### src/rtl/div_pkg.sv
// rtl/div_pkg.sv - shared constants and state type for the sequential divider
// Purpose: state encoding and default operand width used by seq_divider and its bench.
// Contents: DIV_WIDTH_DEFAULT, S_IDLE/S_RUN/S_DONE encodings, state_t enum.
package div_pkg;

    localparam int DIV_WIDTH_DEFAULT = 4;

    localparam logic [1:0] S_IDLE = 2'd0;
    localparam logic [1:0] S_RUN  = 2'd1;
    localparam logic [1:0] S_DONE = 2'd2;

    typedef enum logic [1:0] {
        ST_IDLE = S_IDLE,
        ST_RUN  = S_RUN,
        ST_DONE = S_DONE
    } state_t;

endpackage

### src/rtl/div_step.sv
// rtl/div_step.sv - one restoring-division iteration (shift, trial subtract, restore)
// Purpose: combinational single step of the restoring divider.
// Ports:
//   a      in  WIDTH+1  partial remainder
//   q      in  WIDTH    dividend bits being shifted out / quotient bits shifted in
//   m      in  WIDTH    divisor
//   a_next out WIDTH+1  partial remainder after this step
//   q_next out WIDTH    quotient/dividend register after this step
module div_step
    import div_pkg::*;
#(
    parameter int WIDTH = DIV_WIDTH_DEFAULT
) (
    input  logic [WIDTH:0]   a,
    input  logic [WIDTH-1:0] q,
    input  logic [WIDTH-1:0] m,
    output logic [WIDTH:0]   a_next,
    output logic [WIDTH-1:0] q_next
);

    logic [2*WIDTH:0] shifted;
    logic [WIDTH:0]   a_sh;
    logic [WIDTH-1:0] q_sh;
    logic [WIDTH:0]   trial;

    always_comb begin
        shifted = {a, q} << 1;
        a_sh    = shifted[2*WIDTH:WIDTH];
        q_sh    = shifted[WIDTH-1:0];
        // A is WIDTH+1 bits so the borrow lands in trial[WIDTH] instead of being lost.
        trial   = a_sh - {1'b0, m};
        a_next  = a_sh;
        q_next  = q_sh;
        if (!trial[WIDTH]) begin
            a_next = trial;
            q_next = q_sh | {{(WIDTH-1){1'b0}}, 1'b1};
        end
    end

endmodule

### src/rtl/seq_divider.sv
// rtl/seq_divider.sv - sequential restoring divider with start/done handshake
// Purpose: unsigned WIDTH-bit divide; result WIDTH+1 cycles after accept (1 cycle on divide by zero).
// Ports:
//   clk          in   1      clock, rising edge
//   rst          in   1      synchronous active-high reset
//   start        in   1      request, accepted only in IDLE
//   dividend     in   WIDTH  sampled on the accept edge
//   divisor      in   WIDTH  sampled on the accept edge
//   busy         out  1      high while iterating
//   done         out  1      one-cycle result pulse
//   quotient     out  WIDTH  registered result
//   remainder    out  WIDTH  registered result
//   div_by_zero  out  1      registered, qualifies the result
module seq_divider
    import div_pkg::*;
#(
    parameter int WIDTH = DIV_WIDTH_DEFAULT
) (
    input  logic             clk,
    input  logic             rst,
    input  logic             start,
    input  logic [WIDTH-1:0] dividend,
    input  logic [WIDTH-1:0] divisor,
    output logic             busy,
    output logic             done,
    output logic [WIDTH-1:0] quotient,
    output logic [WIDTH-1:0] remainder,
    output logic             div_by_zero
);

    localparam int CW = $clog2(WIDTH + 1);

    state_t           state;
    logic [CW-1:0]    count;
    logic [WIDTH:0]   a;
    logic [WIDTH-1:0] q;
    logic [WIDTH-1:0] m;
    logic [WIDTH:0]   a_next;
    logic [WIDTH-1:0] q_next;

    div_step #(.WIDTH(WIDTH)) u_step (
        .a      (a),
        .q      (q),
        .m      (m),
        .a_next (a_next),
        .q_next (q_next)
    );

    always_ff @(posedge clk) begin
        if (rst) begin
            state       <= ST_IDLE;
            busy        <= 1'b0;
            done        <= 1'b0;
            div_by_zero <= 1'b0;
            quotient    <= '0;
            remainder   <= '0;
            count       <= '0;
            a           <= '0;
            q           <= '0;
            m           <= '0;
        end else begin
            case (state)
                ST_IDLE: begin
                    done <= 1'b0;
                    if (start) begin
                        m     <= divisor;
                        q     <= dividend;
                        a     <= '0;
                        count <= CW'(WIDTH);
                        if (divisor == '0) begin
                            // No iterations needed: report immediately.
                            state       <= ST_DONE;
                            busy        <= 1'b0;
                            done        <= 1'b1;
                            quotient    <= '1;
                            remainder   <= dividend;
                            div_by_zero <= 1'b1;
                        end else begin
                            state <= ST_RUN;
                            busy  <= 1'b1;
                        end
                    end
                end
                ST_RUN: begin
                    a     <= a_next;
                    q     <= q_next;
                    count <= count - CW'(1);
                    // Last iteration: capture the step outputs directly as the result.
                    if (count == CW'(1)) begin
                        state       <= ST_DONE;
                        busy        <= 1'b0;
                        done        <= 1'b1;
                        quotient    <= q_next;
                        remainder   <= a_next[WIDTH-1:0];
                        div_by_zero <= 1'b0;
                    end
                end
                ST_DONE: begin
                    done  <= 1'b0;
                    state <= ST_IDLE;
                end
                default: begin
                    state <= ST_IDLE;
                    busy  <= 1'b0;
                    done  <= 1'b0;
                end
            endcase
        end
    end

endmodule
### config.mk
export PLATFORM = sky130hd
export DESIGN_NAME = seq_divider
export DESIGN_NICKNAME = d
export VERILOG_FILES = /design/src/rtl/div_pkg.sv /design/src/rtl/div_step.sv /design/src/rtl/seq_divider.sv
export SDC_FILE = /design/constraint.sdc
export NUM_CORES = 1
export LEC_CHECK = 0
export ABC_AREA = 1
export BUFFER_PORTS_ARGS = -buffer_cell sky130_fd_sc_hd__clkbuf_2
export CAP_MARGIN = 10
export CORE_MARGIN = 5
export CORE_UTILIZATION = 30
export DETAILED_ROUTE_END_ITERATION = 8
export GPL_TIMING_DRIVEN = 0
export MAX_ROUTING_LAYER = met4
export PLACE_DENSITY_LB_ADDON = 0.08
export REMOVE_ABC_BUFFERS = 1
export SYNTH_ARGS = -nofsm -noshare
export SYNTH_HDL_FRONTEND = slang
export SYNTH_SLANG_ARGS = --single-unit
### constraint.sdc
create_clock -name clk -period 2 [get_ports clk]
set_input_delay 0.1 -clock clk [delete_from_list [all_inputs] [get_ports clk]]
set_output_delay 0.1 -clock clk [all_outputs]
set_load 0.05 [all_outputs]
# Yosys cells after proc, flatten, opt, wreduce, memory -nomap -nowiden

Index checks and enable logic that the tools add are counted.

Logic and storage cells: 58
Bits in registers: 28
Output and inout port bits: 11

Multiplexer cells: 31
Bitwise operators: 1
Add/subtract/negate cells: 2
Eq/ne operators: 6
Reductions and logical operators: 8

Operators with widths:

| kind                  | number |
|---|---|
| $mux W4               | 9 |
| $pmux W4 S2           | 4 |
| $mux W1               | 9 |
| $mux W2               | 3 |
| $ne A2 B2 Y1 const B  | 3 |
| $pmux W3 S2           | 1 |
| $reduce_and A2 Y1     | 3 |
| $sub A5 B4 Y5         | 1 |
| $logic_not A4 Y1      | 1 |
| $pmux W1 S2           | 2 |
| $pmux W2 S2           | 1 |
| $reduce_and A4 Y1     | 1 |
| $eq A3 B1 Y1 const B  | 1 |
| $mux W3               | 1 |
| $pmux W1 S3           | 1 |
| $reduce_and A3 Y1     | 1 |
| $sub A3 B1 Y3 const B | 1 |
| $eq A2 B1 Y1 const B  | 1 |
| $eq A2 B2 Y1 const B  | 1 |
| $logic_not A2 Y1      | 1 |
| $reduce_bool A2 Y1    | 1 |
| $not A1 Y1            | 1 |

# Depth between registers and ports, before layout

Depth in word-level cells: 4
Mapped depth: 12
Mapped depth without buffers: 12

# By module

From an unflattened synthesis, not the netlist that was laid out.

Cells, all modules: 208
Area, all modules: 1508.9 µm²

By module, submodules not included:

| module      | cells an instance | times used | area an instance (µm²) | seq. area each (µm²) |
|---|---|---|---|---|
| seq_divider | 172               | 1          | 1287.5                 | 580.6 |
| div_step    | 36                | 1          | 221.5                  | 0.0 |

# Worst setup path before layout

OpenSTA, ideal clock, no wires.

Path type: flip-flop to flip-flop
Start: reg q[3]
End: reg a[1]
Library setup time: 0.056 ns
Cell stages (with the launch flop): 13
Required time: 1.944 ns
Slack: 0.339 ns
Arrival: 1.605 ns
Path through: dfxtp_1 inv_1 ha_1 fa_1 inv_1 nand2_1 nand2_1 nand3_1 nand2_1 nand3_1 nand3_1 nand2_1 inv_1

Longest elaborated chain between the ends: 3

RTL lines:

| what                     | RTL line          | RTL |
|---|---|---|
| start: declaration       | seq_divider.sv:36 | `logic [WIDTH-1:0] q;` |
| start signal: assignment | seq_divider.sv:67 | `q <= dividend;` |
| start signal: assignment | seq_divider.sv:86 | `q <= q_next;` |
| $sub A5 B4 Y5            | div_step.sv:31    | `trial = a_sh - {1'b0, m};` |
| $mux W4                  | div_step.sv:34    | `if (!trial[WIDTH]) begin` |
| $pmux W4 S2              | seq_divider.sv:62 | `case (state)` |
| end signal: assignment   | seq_divider.sv:85 | `a <= a_next;` |
| end: declaration         | seq_divider.sv:35 | `logic [WIDTH:0] a;` |

No other way between the ends.
A chain may end at the register's enable or synchronous reset.

# Worst setup path in the final report

Start: reg q[3]
End: reg remainder[0]

Longest elaborated chain between the ends: 4

RTL lines:

| what                   | RTL line          | RTL |
|---|---|---|
| $sub A5 B4 Y5          | div_step.sv:31    |  |
| $mux W4 *              | div_step.sv:34    |  |
| $mux W4 *              | seq_divider.sv:89 | `if (count == CW'(1)) begin` |
| $pmux W4 S2 *          | seq_divider.sv:62 |  |
| end signal: assignment | seq_divider.sv:76 | `remainder <= dividend;` |
| end signal: assignment | seq_divider.sv:94 | `remainder <= a_next[WIDTH-1:0];` |
| end: declaration       | seq_divider.sv:27 | `output logic [WIDTH-1:0] remainder,` |

Mark *: on every way between the ends. The rest lies on a longest branch, timed or not. The select of a mux whose other input is x is not followed.

==> impl_metrics.csv <==
group,metric,value,unit
status,status,"complete, no violations",
final_layout,area_delta_synth_final,13.1,%
logic_synthesis,post_synth_main_area_contributors,"sky130_fd_sc_hd__dfxtp_1 39%, sky130_fd_sc_hd__nand2_1 10%, sky130_fd_sc_hd__nand3_1 8.4%",
logic_synthesis,synth_seq_area_share,39.2,%
logic_synthesis,yosysTopAreaCell,"sky130_fd_sc_hd__dfxtp_1",
logic_synthesis,yosys-mux-area-fraction,0,%
clock_tree,clockBufferDepth,2,
sta,rsz_0062_raised_after_global_routing,"false",
power_and_ir_drop,power_switching,0.578,mW
power_and_ir_drop,highest_ir_drop_seen_on_vdd,0.244,mV
grt,track_usage,11.1,%
power_and_ir_drop,power.density_cell_area,925,mW/mm^2
logic_synthesis,largest_family_of_logic_cells_by_synthesized_area,"simple AND/OR/NAND/NOR gates",
clock_tree,htree_num_levels,1,
worst_setup_path,critical_path_launch_point_type,"flip-flop",
sta,final-max-slew-violation-count,0,
worst_setup_path,cp_max_fo,6,
place,finalWeightedCongestion,0.765,
sta,maxSlewHeadroom,74.0,%
logic_synthesis,synth-xor-area-share,0.612,%
routing,wl,3260,um
clock_tree,tritoncts_num_sinks,28,
sta,setup_slack,0.190,ns
clock_tree,cts_buffers,3,
die,boundaryPins,22,
power_and_ir_drop,finalPower,1.50,mW
logic_synthesis,yosysUniqueCellTypes,23,
routing,route.detailed.drc,0,
clock_tree,insertion_delay,0.27,ns
die,placementRows,25,
logic_synthesis,postSynthAreaPerCell,7.01,sq um
logic_synthesis,yosys.area_share.adder,6.65,%
place,preCtsSetupSlack,0.119,ns
final_layout,final_layout_size_suffix_gt1_share,15.8,%
place,dpl_cells,273,
final_layout,commonest_non_fill_non_tap_cells_in_the_layout,"36 x sky130_fd_sc_hd__nand2_1, 31 x sky130_fd_sc_hd__inv_1, 27 x sky130_fd_sc_hd__dfxtp_1",
worst_setup_path,cp.arrival,2.04,ns
logic_synthesis,synth-simple-area-share,28.3,%
routing,first_pass_iters,4,
place,dpl.hpwl,2440,um
routing,wl_per_cell,11.8,um
logic_synthesis,syn-cell-area,0.00143,sq mm
worst_setup_path,data_required_time_at_the_worst_endpoint,2.23,ns
worst_setup_path,criticalPathCategory,"flip-flop to flip-flop",
grt,grt_first_pass_wirelength,5410,um
logic_synthesis,synth_compound_gate_area_share,13.9,%
power_and_ir_drop,p_leak,0.805,nW
clock_tree,clk_pin_slew,0.09,ns
routing,detail_routed_via_count_per_cell,4.59,
routing,detail-route-antenna-nets,0,
final_layout,num_antenna_cells,0,
clock_tree,cts_root_buffer,"sky130_fd_sc_hd__clkbuf_8",
grt,grt_start_max_net_pins,18,
sta,worst-slew-pin-transition,0.391,ns
power_and_ir_drop,cell_internal_pwr,0.919,mW
worst_setup_path,cp-end-kind,"flip-flop",
die,dieWidth,79.0,um
logic_synthesis,ys_seq_elements,28,
grt,first_global_vias,1208,
min_path,worst_hold_path_type,"input port to flip-flop",
final_layout,final_cells,276,
power_and_ir_drop,comb_power_share,34.5,%
grt,grt-ovfl-total,0,
sta,timing.final.crit_share,90.5,%
clock_tree,cts_tree,"done",
routing,routed-via-count,1266,
sta,clock.fmax,0.553,GHz
die,fp.dieArea,0.00625,sq mm
die,die_height,79.0,um
power_and_ir_drop,power.switching_fraction,38.6,%
sta,timing_hold_violations_final,0,
power_and_ir_drop,seq_power_share,45.0,%
power_and_ir_drop,power_frac_clock,20.5,%
sta,timing.final.setup_violations,0,
logic_synthesis,synthesis.instances,204,
worst_setup_path,r2r_setup_slack,0.19,ns
logic_synthesis,yosys_warnings,0,
final_layout,finish.utilization,34.7,%
final_layout,final_common_cell,"sky130_fd_sc_hd__nand2_1",
run,maximum_capacitance_violations,0,
logic_synthesis,synth_top_area_share,39.2,%
die,floorplan.initialDensity,30.7,%
place,placement.io_buffers,21,
clock_tree,holdBufCountCts,0,
sta,timing.clock.skew,0.00404,ns
final_layout,finalNetCount,242,
routing,initialDrtViolationCount,52,
die,placeableCoreArea,0.00466,sq mm
sta,fin_crit,1.81,ns
grt,antenna_found_initial,0,
sta,timing.setup.tns,0,ns
## worst max-delay path, cell delays in order (launching register included)
cell and delay (ns):
sky130_fd_sc_hd__dfxtp_2 0.35, sky130_fd_sc_hd__inv_1 0.04, sky130_fd_sc_hd__ha_1 0.21, sky130_fd_sc_hd__fa_1 0.41, sky130_fd_sc_hd__inv_1 0.09, sky130_fd_sc_hd__nand2_1 0.05, sky130_fd_sc_hd__nand2_1 0.07, sky130_fd_sc_hd__nand3_1 0.08
sky130_fd_sc_hd__nand2_2 0.14, sky130_fd_sc_hd__nand3_1 0.11, sky130_fd_sc_hd__nand3_1 0.11, sky130_fd_sc_hd__nand2_1 0.05, sky130_fd_sc_hd__inv_1 0.04
## synthesized netlist by cell type
| library cell | number |
|---|---|
| sky130_fd_sc_hd__a21oi_1 | 18 |
| sky130_fd_sc_hd__a31oi_1 | 4 |
| sky130_fd_sc_hd__buf_2 | 2 |
| sky130_fd_sc_hd__buf_6 | 1 |
| sky130_fd_sc_hd__clkbuf_1 | 3 |
| sky130_fd_sc_hd__dfxtp_1 | 28 |
| sky130_fd_sc_hd__fa_1 | 1 |
| sky130_fd_sc_hd__ha_1 | 6 |
| sky130_fd_sc_hd__inv_1 | 31 |
| sky130_fd_sc_hd__inv_2 | 2 |
| sky130_fd_sc_hd__inv_4 | 1 |
| sky130_fd_sc_hd__nand2_1 | 38 |
| sky130_fd_sc_hd__nand2_4 | 1 |
| sky130_fd_sc_hd__nand3_1 | 24 |
| sky130_fd_sc_hd__nand3_2 | 1 |
| sky130_fd_sc_hd__nor2_1 | 22 |
| sky130_fd_sc_hd__nor2_8 | 1 |
| sky130_fd_sc_hd__nor3_1 | 1 |
| sky130_fd_sc_hd__o21ai_0 | 15 |
| sky130_fd_sc_hd__o21ai_2 | 1 |
| sky130_fd_sc_hd__or2_0 | 1 |
| sky130_fd_sc_hd__or2_2 | 1 |
| sky130_fd_sc_hd__xnor2_1 | 1 |
## cell families (layout without fill, tap and decap cells)
logic type | Yosys count | in the layout
and+or+nand+nor | 90 | 90
buffers and inverters | 40 | 58
AOI/OAI and AO/OA | 38 | 38
DFF | 28 | 28
adders and majority gates | 7 | 7
xor gates and xnor gates | 1 | 1
## worst paths after layout
kind | from | to | cells past startpoint
max | q[3]$_SDFFE_PP0P_ | remainder[0]$_SDFFE_PP0P_ | 12
min | divisor[0] | m[0]$_SDFFE_PP0P_ | 3
max reg2reg | q[3]$_SDFFE_PP0P_ | remainder[0]$_SDFFE_PP0P_ | 12
min reg2reg | count[1]$_SDFFE_PP0P_ | count[1]$_SDFFE_PP0P_ | 2
## final cells by class
type | count | area [sq um]
Clock buffer | 3 | 41.3
Fill cell | 539 | 3040
Inverter | 34 | 130
Multi-Input combinational cell | 136 | 712
Sequential cell | 28 | 562
Tap cell | 54 | 67.6
Timing Repair Buffer | 21 | 105
## timing repair
action,4_1_cts,5_1_grt
buffers inserted,0,0
endpoints found under the setup margin,0,9
resized for setup,0,3
## stage by stage
stage	instance area (sq um)	hold WS, ns
finish	1620	0.0799
floorplan	1400	0.169
global route	1620	0.0843
detailed placement	1570	0.361
CTS	1610	0.0830
global placement	1570	0.372
## metal layers
layer | up-vias | global-route usage (%) | part of all wire [%]
met5 | - | - | 0
met4 | 0 | 3.09 | 1.2
met3 | 4 | 2.04 | 2.1
met2 | 10 | 18.0 | 45
met1 | 561 | 14.1 | 52
li1 | 691 | - | -
## power by group through the flow
stage          clock [mW]  sequential, mW  combinational, mW
6_report            0.307           0.673              0.516
5_1_grt             0.344           0.682              0.581
4_1_cts             0.325           0.674              0.517
3_5_place_dp            0           0.686              0.516
3_3_place_gp            0           0.687              0.521
2_1_floorplan           0           0.776              0.299
## registers in the layout (all words and copies together), names as in the netlist
| register | flops |
|---|---|
| a | 4 |
| m | 4 |
| q | 4 |
| quotient | 4 |
| remainder | 4 |
| count | 3 |
| state | 2 |
| busy | 1 |
| div_by_zero | 1 |
| done | 1 |
Note: power is estimated with default switching activity, not from simulation.
